==> src/rtl/lut_pkg.sv <==
// Shared types and constants for the lookup-table frame loader.
package lut_pkg;

    typedef enum logic [2:0] {
        StIdle,
        StAddr,
        StLen,
        StData,
        StChk
    } lut_state_e;

    localparam logic [1:0]  ERR_CHK      = 2'b01;
    localparam logic [1:0]  ERR_TMO      = 2'b10;
    localparam logic [7:0]  SYNC_DEFAULT = 8'hA5;
    localparam int unsigned LUT_DEPTH    = 256;

endpackage

==> src/rtl/lut_wr_stage.sv <==
// Single-entry holding register for the table write port; at most one write is outstanding.
module lut_wr_stage
    import lut_pkg::*;
#(
    parameter int unsigned ADDR_W = 8
) (
    input  logic              clk,
    input  logic              rst,
    input  logic              load,
    input  logic [ADDR_W-1:0] load_addr,
    input  logic [7:0]        load_data,
    input  logic              wr_ready,
    output logic              wr_en,
    output logic [ADDR_W-1:0] wr_addr,
    output logic [7:0]        wr_data,
    output logic              can_load
);

    logic              en_q, en_d;
    logic [ADDR_W-1:0] addr_q, addr_d;
    logic [7:0]        data_q, data_d;

    always_comb begin
        en_d   = en_q;
        addr_d = addr_q;
        data_d = data_q;
        if (load) begin
            en_d   = 1'b1;
            addr_d = load_addr;
            data_d = load_data;
        end else if (wr_ready) begin
            en_d = 1'b0;
        end
    end

    always_ff @(posedge clk) begin
        if (rst) begin
            en_q   <= 1'b0;
            addr_q <= '0;
            data_q <= '0;
        end else begin
            en_q   <= en_d;
            addr_q <= addr_d;
            data_q <= data_d;
        end
    end

    // A retiring write frees the slot in the same cycle, allowing one write per cycle.
    assign can_load = !en_q || wr_ready;
    assign wr_en    = en_q;
    assign wr_addr  = addr_q;
    assign wr_data  = data_q;

endmodule

==> src/rtl/lut_frame_loader.sv <==
// Parses SYNC/ADDR/LEN/DATA/CHK frames from a byte stream and writes the data bytes into the
// lookup table at auto-incrementing addresses, reporting checksum and timeout verdicts.
module lut_frame_loader
    import lut_pkg::*;
#(
    parameter int unsigned ADDR_W    = 8,
    parameter logic [7:0]  SYNC_BYTE = SYNC_DEFAULT,
    parameter int unsigned TIMEOUT   = 1024
) (
    input  logic              clk,
    input  logic              rst,
    input  logic              in_valid,
    output logic              in_ready,
    input  logic [7:0]        in_byte,
    output logic              wr_en,
    input  logic              wr_ready,
    output logic [ADDR_W-1:0] wr_addr,
    output logic [7:0]        wr_data,
    output logic              busy,
    output logic              frame_ok,
    output logic              frame_err,
    output logic [1:0]        err_code
);

    localparam int unsigned TMO_W = (TIMEOUT < 2) ? 1 : $clog2(TIMEOUT);
    localparam logic [TMO_W-1:0] TMO_LAST = TMO_W'((TIMEOUT == 0) ? 0 : TIMEOUT - 1);

    lut_state_e        state_q, state_d;
    logic [ADDR_W-1:0] ptr_q, ptr_d;
    logic [7:0]        rem_q, rem_d;
    logic [7:0]        sum_q, sum_d;
    logic [TMO_W-1:0]  tmo_q, tmo_d;
    logic              frame_ok_q, frame_ok_d;
    logic              frame_err_q, frame_err_d;
    logic [1:0]        err_code_q, err_code_d;
    logic [7:0]        chk_sum;
    logic              accept;
    logic              load;
    logic              stage_ready;

    lut_wr_stage #(
        .ADDR_W (ADDR_W)
    ) u_wr_stage (
        .clk       (clk),
        .rst       (rst),
        .load      (load),
        .load_addr (ptr_q),
        .load_data (in_byte),
        .wr_ready  (wr_ready),
        .wr_en     (wr_en),
        .wr_addr   (wr_addr),
        .wr_data   (wr_data),
        .can_load  (stage_ready)
    );

    always_comb begin
        state_d     = state_q;
        ptr_d       = ptr_q;
        rem_d       = rem_q;
        sum_d       = sum_q;
        tmo_d       = tmo_q;
        frame_ok_d  = 1'b0;
        frame_err_d = 1'b0;
        err_code_d  = err_code_q;
        chk_sum     = sum_q + in_byte;

        // CHK waits for the last data write to drain before the verdict.
        case (state_q)
            StData:  in_ready = stage_ready;
            StChk:   in_ready = !wr_en;
            default: in_ready = 1'b1;
        endcase
        if (rst) begin
            in_ready = 1'b0;
        end

        accept = in_valid && in_ready;
        load   = accept && (state_q == StData);

        if (accept) begin
            tmo_d = '0;
            case (state_q)
                StIdle: begin
                    if (in_byte == SYNC_BYTE) begin
                        state_d = StAddr;
                    end
                end
                StAddr: begin
                    ptr_d   = ADDR_W'(in_byte);
                    state_d = StLen;
                end
                StLen: begin
                    rem_d   = in_byte;
                    sum_d   = '0;
                    state_d = StData;
                end
                StData: begin
                    sum_d = chk_sum;
                    ptr_d = ptr_q + ADDR_W'(1);
                    if (rem_q == 8'd0) begin
                        state_d = StChk;
                    end else begin
                        rem_d = rem_q - 8'd1;
                    end
                end
                StChk: begin
                    if (chk_sum == 8'd0) begin
                        frame_ok_d = 1'b1;
                    end else begin
                        frame_err_d = 1'b1;
                        err_code_d  = ERR_CHK;
                    end
                    state_d = StIdle;
                end
                default: state_d = StIdle;
            endcase
        end else if (state_q != StIdle && TIMEOUT != 0) begin
            if (tmo_q == TMO_LAST) begin
                frame_err_d = 1'b1;
                err_code_d  = ERR_TMO;
                state_d     = StIdle;
                tmo_d       = '0;
            end else begin
                tmo_d = tmo_q + TMO_W'(1);
            end
        end
    end

    always_ff @(posedge clk) begin
        if (rst) begin
            state_q     <= StIdle;
            ptr_q       <= '0;
            rem_q       <= '0;
            sum_q       <= '0;
            tmo_q       <= '0;
            frame_ok_q  <= 1'b0;
            frame_err_q <= 1'b0;
            err_code_q  <= 2'b00;
        end else begin
            state_q     <= state_d;
            ptr_q       <= ptr_d;
            rem_q       <= rem_d;
            sum_q       <= sum_d;
            tmo_q       <= tmo_d;
            frame_ok_q  <= frame_ok_d;
            frame_err_q <= frame_err_d;
            err_code_q  <= err_code_d;
        end
    end

    assign busy      = (state_q != StIdle);
    assign frame_ok  = frame_ok_q;
    assign frame_err = frame_err_q;
    assign err_code  = err_code_q;

endmodule

==> config.mk <==
export PLATFORM = sky130hd
export DESIGN_NAME = lut_frame_loader
export DESIGN_NICKNAME = d
export VERILOG_FILES = /design/src/rtl/lut_pkg.sv /design/src/rtl/lut_wr_stage.sv /design/src/rtl/lut_frame_loader.sv
export SDC_FILE = /design/constraint.sdc
export NUM_CORES = 1
export LEC_CHECK = 0
export BUFFER_PORTS_ARGS = -buffer_cell sky130_fd_sc_hd__buf_2
export CAP_MARGIN = 20
export CORE_MARGIN = 5
export CORE_UTILIZATION = 55
export DETAILED_ROUTE_END_ITERATION = 7
export PLACE_DENSITY = 0.74
export SLEW_MARGIN = 20
export SYNTH_ARGS = -nofsm -noshare
export SYNTH_HDL_FRONTEND = slang
export SYNTH_SLANG_ARGS = --single-unit
==> constraint.sdc <==
create_clock -name clk -period 5.7 [get_ports clk]
set_input_delay 0 -clock clk [delete_from_list [all_inputs] [get_ports clk]]
set_output_delay 0 -clock clk [all_outputs]
set_load 0.01 [all_outputs]
==> reports/metrics.yaml, run 1 <==
rsz0062_at_grt: "false"
core.rowCount: 26
crit_path_cell_trace: "and3b_1 -> a2111oi_4 -> nand2_1 -> o21ai_0 -> a21oi_1 -> a311oi_1"
tns_ns: 0
status: "complete, no violations"
diodes: 0
critPathArrivalTime_ns: 3.07
worst-path-buf-inv: 0
final_common_cell: "nand2_1"
drc_errors: 0
dr.first_iter.drc_count: 130
antenna_found_initial: 0
cap_violations: 0
grt_pass1_wl_um: 11290
finClkSkew_ns: 0.009883
cts-root-buf: "clkbuf_8"
postCtsSetupBuffers: 0
die_area_um2: 6755
final_cell_mix: "nand2_1 (75), dfxtp_1 (58), nor2_1 (42)"
slowest_stage: "a2111oi_4"
p_leak_uw: 0.001320
synth-seq-cells: 58
hold_viol_final: 0
drv_slew: 0
clock.fmax_mhz: 352.6
syn_to_final_growth_pct: 16.59
numCtsBuffers: 9
grt_pass1_vias: 2408
ys_types: 47
finalSetupViolCount: 0
drive_gt1_share_pct: 13.97
hpwl_um: 4538
start_util_pct: 56.48
crit_fanout: 20
coreArea_um2: 5075
clk_pin_slew_worst_paths_ns: 0.07
required_ns: 5.94
layout_min_cycle_time_ns: 2.836
max_stage_delay_ns: 0.56
place_inst: 447
synth.avg_cell_area_um2: 7.985
nNetsFinal: 420
drt-total-wl_um: 6702
gp_congestion: 0.8739
detail-route-antenna-nets: 0
firstDrtPassIters: 4
via_per_inst: 5.563
cts_tree: "built"
grt_max_degree: 50
cts_resized: 0
tightest_slew_ns: 0.9177
insertion_delay_ns: 0.34
clk_path_buf_depth: 2
synth_nets: 383
cts_hold_buf: 8
peakVddDrop_v: 0.0001631
slew_headroom_pct: 38.82
grt-ovfl-total: 0
syn_area_um2: 2866
ys_warn_count: 0
ioPinCount: 35
power_density_nw_per_um2: 258.4
syn_inst: 359
die_x_um: 82.19
synth_edf_count: 0
finalNonFillerCells: 471
end_kind: "flop"
cts.sinks: 58
start_kind: "flop"
vias: 2620
hp-class: "in -> reg"
seq_area_frac_synth_pct: 40.51
htree_levels: 3
cp_top_family: "compound AO/OA/AOI/OAI gates"
worstSetupPathType: "reg -> reg"
portBuffers: 34
die_h_um: 82.19
period_share_pct: 49.76
synth_flop_cell: "dfxtp_1"
wl_per_cell_um: 14.23
ys_async_sr_fraction_pct: 0
grt_usage_pct: 21.70
[flip-flops by register name, indices dropped and copies added (netlist names)]
| name | flops |
|---|---|
| state_q | 3 |
| sum_q | 8 |
| u_wr_stage.wr_addr | 8 |
| rem_q | 8 |
| ptr_q | 8 |
| frame_ok | 1 |
| tmo_q | 10 |
| u_wr_stage.wr_en | 1 |
| frame_err | 1 |
| u_wr_stage.wr_data | 8 |
| err_code | 2 |
[path summary, 6_finish.rpt]
check / to / slack [ns] / start / cells after the start
hold reg to reg: u_wr_stage.wr_data[0] / 0.45 / u_wr_stage.wr_data[0] / 2
setup / recovery: state_q[1] / 2.86 / state_q[1] / 6
setup reg to reg: state_q[1] / 2.86 / state_q[1] / 6
hold / removal: u_wr_stage.wr_en / 0.17 / wr_ready / 4
[stage by stage]
stage	hold slack (ns)	utilization, %	total power, µW	setup WS (ns)	area (µm²)
after floorplan	0.1360	-	435.8	3.612	2867
after global placement	0.2978	59.96	448.8	3.043	3043
after detailed placement	0.3015	59.96	449.0	2.933	3043
after CTS	0.1562	65.85	870.8	2.875	3342
after global routing	0.1703	65.85	900.3	2.574	3342
final	0.1662	65.85	863.7	2.864	3342
[cell families (layout without fill, tap and decap cells)]
group,count (synthesis),after routing,share of synthesized area [%]
AND/OR/NAND/NOR,155,155,24.09
AO/OA/AOI/OAI,94,94,21.17
flip-flops,58,58,40.51
buffers and inverters,25,67,4.147
XOR/XNOR,15,15,4.583
adder cells (fa/ha/maj),12,12,5.500
[area by class of cell]
| class | count | area [µm²] |
|---|---|---|
| Multi-Input combinational cell | 276 | 1587 |
| Clock inverter | 5 | 77.57 |
| Tap cell | 70 | 87.58 |
| Sequential cell | 58 | 1161 |
| Timing Repair Buffer | 43 | 257.7 |
| Fill cell | 450 | 1733 |
| Inverter | 8 | 30.03 |
| Clock buffer | 11 | 141.4 |
[worst reg2reg max path, delay by kind of cell, from the launching register on]
family | cells | cell delay (ns)
AOI/OAI and AO/OA | 4 | 1.41
DFF | 1 | 0.39
and+or+nand+nor | 2 | 0.95
[report_power, final]
group / leakage [µW] / internal, µW / switching (µW) / total [µW]
sequential: 0.000467 / 405 / 0.314 / 406
clock: 0.000109 / 257 / 163 / 419
combinational: 0.000743 / 14.4 / 24.3 / 38.8
total: 0.00132 / 676 / 187 / 864
[cells in the mapped netlist, types with 3 or more instances]
| library cell | instances | area, µm² |
|---|---|---|
| a211oi_1 | 4 | 30.03 |
| a21oi_1 | 39 | 195.2 |
| a22oi_1 | 10 | 75.07 |
| a311oi_1 | 4 | 35.03 |
| and3_1 | 5 | 31.28 |
| clkbuf_1 | 11 | 41.29 |
| dfxtp_1 | 58 | 1161 |
| ha_1 | 11 | 137.6 |
| inv_1 | 7 | 26.28 |
| nand2_1 | 75 | 281.5 |
| nand2b_1 | 3 | 18.77 |
| nand3_1 | 11 | 55.05 |
| nor2_1 | 42 | 157.7 |
| nor3_1 | 3 | 15.01 |
| o21ai_0 | 18 | 90.09 |
| o31ai_1 | 4 | 30.03 |
| xnor2_1 | 5 | 43.79 |
| xor2_1 | 10 | 87.58 |
[metal layers]
layer	global-route usage [%]	vias to the layer above	wire [µm]	part of all wire (%)
li1	-	1332	-	-
met1	29.76	1197	3123	47
met2	31.89	74	3044	45
met3	5.748	17	375	5.6
met4	9.468	0	159	2.4
met5	0	-	0	0
No activity file was read; power rests on OpenSTA's default activity.
==> run 2, diff against run 1 <==
--- a/config.mk
+++ b/config.mk
@@ -8,9 +8,9 @@
 export BUFFER_PORTS_ARGS = -buffer_cell sky130_fd_sc_hd__buf_2
 export CAP_MARGIN = 20
 export CORE_MARGIN = 5
-export CORE_UTILIZATION = 55
+export CORE_UTILIZATION = 52
 export DETAILED_ROUTE_END_ITERATION = 7
-export PLACE_DENSITY = 0.74
+export PLACE_DENSITY = 0.73
 export SLEW_MARGIN = 20
 export SYNTH_ARGS = -nofsm -noshare
 export SYNTH_HDL_FRONTEND = slang
==> constraint.sdc (replaced) <==
create_clock -name clk -period 2.6 [get_ports clk]
set_input_delay 0 -clock clk [delete_from_list [all_inputs] [get_ports clk]]
set_output_delay 0 -clock clk [all_outputs]
set_load 0.01 [all_outputs]
==> reports/metrics.yaml, run 2 (synthesis gave the netlist of run 1 again) <==
worstSetupPathType: "in -> reg"
slew_headroom_pct: 60.33
combPwrFrac_pct: 4.5
drt-total-wl_um: 6865
whs_path_depth: 4
dr.first_iter.drc_count: 162
tns_ns: 0
via_per_inst: 5.479
die_h_um: 84.25
clk_path_buf_depth: 2
largest_reg_flops: 10
coreArea_um2: 5439
portBuffers: 34
use_met1_pct: 26.16
grt_busiest_layer: "met2"
ioPinCount: 35
p_seq_share_pct: 45.8
finClkSkew_ns: 0.01029
grt_pass1_vias: 2501
antenna_found_initial: 0
worstHoldStart: "rst"
critPathArrivalTime_ns: 2.56
peakVddDrop_v: 0.0004523
ff2ff_path_depth: 6
status: "complete, no violations"
wl_per_cell_um: 14.36
switching_power_uw: 429.7
insertion_delay_ns: 0.35
r2r-start: "state_q[1]"
drc_errors: 0
die_x_um: 84.25
finalSetupViolCount: 0
min_to: "state_q[1]"
numCtsBuffers: 9
hp-class: "in -> reg"
r2r_slack_ns: 0.29
cts_tree: "built"
firstDrtPassIters: 4
core.rowCount: 27
cts-root-buf: "clkbuf_8"
start_util_pct: 52.70
p_leak_uw: 0.001350
diodes: 0
top_register: "tmo_q"
cts.sinks: 58
end_kind: "flop"
grt_max_degree: 49
internal_power_uw: 1514
grt.met3_usage_pct: 4.711
vias: 2619
rsz0062_at_grt: "false"
cap_violations: 0
hpwl_um: 4697
grt_use_met2_pct: 31.99
nNetsFinal: 425
p_sw_share_pct: 22.11
grt-ovfl-total: 0
gp_congestion: 0.8664
layout_min_cycle_time_ns: 2.347
detail-route-antenna-nets: 0
drv_slew: 0
clk_pin_slew_worst_paths_ns: 0.06
drive_gt1_share_pct: 15.02
final_common_cell: "nand2_1"
grt_pass1_wl_um: 11680
start_kind: "input port"
p_clk_share_pct: 49.8
syn_to_final_growth_pct: 18.33
place_ws_ns: 0.2964
setup_slack_ns: 0.2526
final_cell_mix: "nand2_1 (75), dfxtp_1 (58), nor2_1 (42)"
power_density_nw_per_um2: 572.9
period_share_pct: 90.29
required_ns: 2.81
htree_levels: 3
hold_viol_final: 0
tightest_slew_ns: 0.5905
grt_usage_pct: 20.29
reg2reg_to: "err_code[1]"
clock.fmax_mhz: 426.0
die_area_um2: 7097
crit_fanout: 5
==> run 2: area by class of cell <==
type / instances / area [µm²]
clock inverters: 4 / 73.82
multi-input cells: 276 / 1587
repair buffers: 48 / 295.3
well taps: 72 / 90.09
inverters: 8 / 30.03
fillers: 478 / 2047
clock buffers: 12 / 155.1
flip-flops and latches: 58 / 1161
==> run 2: worst max-delay path by stage <==
| stage | slack, ns | endpoint | depth (start not counted) | from |
|---|---|---|---|---|
| 3_5_place_dp | 0.30 | ptr_q[6] | 6 | state_q[1] |
| 4_1_cts | 0.28 | frame_err | 9 | in_byte[0] |
| 5_1_grt | 0.07 | state_q[1] | 6 | rem_q[2] |
| 2_1_floorplan | 0.51 | err_code[1] | 8 | state_q[1] |
| 6_report | 0.25 | frame_err | 9 | in_byte[0] |
| 3_3_place_gp | 0.37 | ptr_q[6] | 6 | state_q[1] |
==> run 2: timing repair <==
item,CTS,global route
hold buffers,8,0
buffers inserted,0,0
hold endpoints to repair,11,0
resized for setup,0,0
==> run 2: per-stage QoR <==
step                area (µm²)  total power [µW]  instances  hold WS (ns)  util [%]
detailed placement        3083             985.4        454        0.3030     56.68
finish                    3392              1943        478       0.08609     62.36
global route              3392              2011        478        0.1033     62.36
floorplan                 2867             955.4        359        0.1360         -
global placement          3083             985.3        454        0.2953     56.68
CTS                       3392              1956        478       0.07674     62.36
==> run 2: power by group through the flow <==
| stage | Clock (µW) | Combinational (µW) | Sequential (µW) |
|---|---|---|---|
| 4_1_cts | 980 | 86.2 | 889 |
| 5_1_grt | 1030 | 94.9 | 889 |
| 3_3_place_gp | 0 | 75.8 | 909 |
| 2_1_floorplan | 0 | 46.1 | 909 |
| 3_5_place_dp | 0 | 75.9 | 910 |
| 6_report | 967 | 86.7 | 889 |
==> run 2: layer usage <==
metal	wire length, µm	vias up	share of wire, %
met5	0	-	0
met4	121	0	1.8
met3	292	10	4.3
met2	3075	40	45
met1	3375	1218	49
li1	-	1351	-
==> run 2: worst max-delay path, cell delays in order <==
cell and delay (ns):
dlygate4sd3_1 0.54, buf_2 0.16, ha_1 0.22, fa_1 0.42, xor2_1 0.19, or3_1 0.31, nor4_1 0.39, a31o_1 0.25
a21oi_1 0.08
==> run 3, diff against run 2 <==
--- a/config.mk
+++ b/config.mk
@@ -11,6 +11,7 @@
 export CORE_UTILIZATION = 52
 export DETAILED_ROUTE_END_ITERATION = 7
 export PLACE_DENSITY = 0.73
+export RECOVER_POWER = 100
 export SLEW_MARGIN = 20
 export SYNTH_ARGS = -nofsm -noshare
 export SYNTH_HDL_FRONTEND = slang
==> reports/metrics.yaml, run 3 (synthesis gave the netlist of run 1 again) <==
start_kind: "input port"
via_per_inst: 5.454
rsz0062_at_grt: "false"
drt-total-wl_um: 6870
critPathArrivalTime_ns: 2.60
fillCellCount: 496
period_share_pct: 92.16
final_common_cell: "nand2_1"
insertion_delay_ns: 0.35
grt_pass1_vias: 2501
die_x_um: 84.25
cts_resized: 0
gp_congestion: 0.8664
peakVddDrop_v: 0.0004525
drive_gt1_share_pct: 8.867
end_kind: "flop"
largest_reg_flops: 10
dr.first_iter.drc_count: 138
slew_headroom_pct: 60.74
final_util_pct: 61.61
worstSetupPathType: "in -> reg"
core.rowCount: 27
grt_pass1_wl_um: 11680
finClkSkew_ns: 0.01122
final_cell_mix: "nand2_1 (75), dfxtp_1 (58), nor2_1 (42)"
drv_slew: 0
crit_fanout: 5
crit_path_cell_trace: "dlygate4sd3_1 -> clkbuf_1 -> ha_1 -> fa_1 -> xor2_1 -> or3_1 -> nor4_1 -> a31o_1 -> a21oi_1"
firstDrtPassIters: 4
antenna_found_initial: 0
status: "complete, no violations"
max_stage_delay_ns: 0.54
htree_levels: 3
tns_ns: 0
hold_viol_final: 0
ioPinCount: 35
vias: 2607
hpwl_um: 4697
cap_violations: 0
hp-class: "in -> reg"
start_util_pct: 52.70
diodes: 0
grt_max_degree: 49
cts_tree: "built"
clock.fmax_mhz: 417.3
clk_path_buf_depth: 2
portBuffers: 34
required_ns: 2.80
slowest_stage: "dlygate4sd3_1"
multi_input_area_um2: 1574
seq_area_um2: 1161
cts.sinks: 58
die_area_um2: 7097
clk_pin_slew_worst_paths_ns: 0.06
tightest_slew_ns: 0.5845
layout_min_cycle_time_ns: 2.396
nNetsFinal: 425
detail-route-antenna-nets: 0
r2r_slack_ns: 0.25
numCtsBuffers: 9
coreArea_um2: 5439
syn_to_final_growth_pct: 16.89
wl_per_cell_um: 14.37
power_density_nw_per_um2: 578.9
p_leak_uw: 0.001248
finalSetupViolCount: 0
grt_usage_pct: 20.29
drc_errors: 0
cts-root-buf: "clkbuf_8"
die_h_um: 84.25
grt-ovfl-total: 0
top_register: "tmo_q"
run 3: final timing paths:
kind	start	cells past startpoint	endpoint
min	rst	4	state_q[1]
max reg2reg	state_q[1]	6	err_code[1]
max	in_byte[0]	9	frame_err
min reg2reg	u_wr_stage.wr_data[4]	2	u_wr_stage.wr_data[4]
run 3: through the flow:
step / instance area (µm²) / instances / worst slack (ns) / hold slack, ns / total power [µW]
2_1_floorplan: 2867 / 359 / 0.5119 / 0.1360 / 955.4
3_3_place_gp: 3083 / 454 / 0.3708 / 0.2953 / 985.3
3_5_place_dp: 3083 / 454 / 0.2964 / 0.3030 / 985.4
4_1_cts: 3392 / 478 / 0.2765 / 0.07674 / 1956
5_1_grt: 3351 / 478 / 0.07906 / 0.09793 / 2010
6_report: 3351 / 478 / 0.2039 / 0.08492 / 1940
run 3: repair_timing:
action | CTS | global route
buffers inserted | 0 | 0
hold buffers | 8 | 0
hold endpoints to repair | 11 | 0
run 3: cell type report:
type	count	area share [%]
Clock buffer	12	4.630
Clock inverter	4	2.203
Inverter	8	0.8962
Multi-Input combinational cell	276	46.98
Sequential cell	58	34.65
Tap cell	72	2.689
Timing Repair Buffer	48	7.954
run 3: worst max-delay path: cells and delay by family:
| kind | cells | cell delay [ns] |
|---|---|---|
| fa+ha+maj | 2 | 0.67 |
| buf+inv | 2 | 0.71 |
| simple gates | 2 | 0.71 |
| compound gates | 2 | 0.33 |
| xor+xnor | 1 | 0.19 |
run 3: power breakdown:
group / switching [µW] / internal [µW]
logic: 53.3 / 32.5
clock network: 372 / 592
registers: 0.687 / 889
total: 426 / 1510
run 3: routing by layer:
| metal | GRT usage [%] | routed length, µm | vias up |
|---|---|---|---|
| li1 | - | - | 1351 |
| met1 | 26.16 | 3368 | 1200 |
| met2 | 31.99 | 3042 | 45 |
| met3 | 4.711 | 325 | 11 |
| met4 | 9.649 | 134 | 0 |
| met5 | 0 | 0 | - |
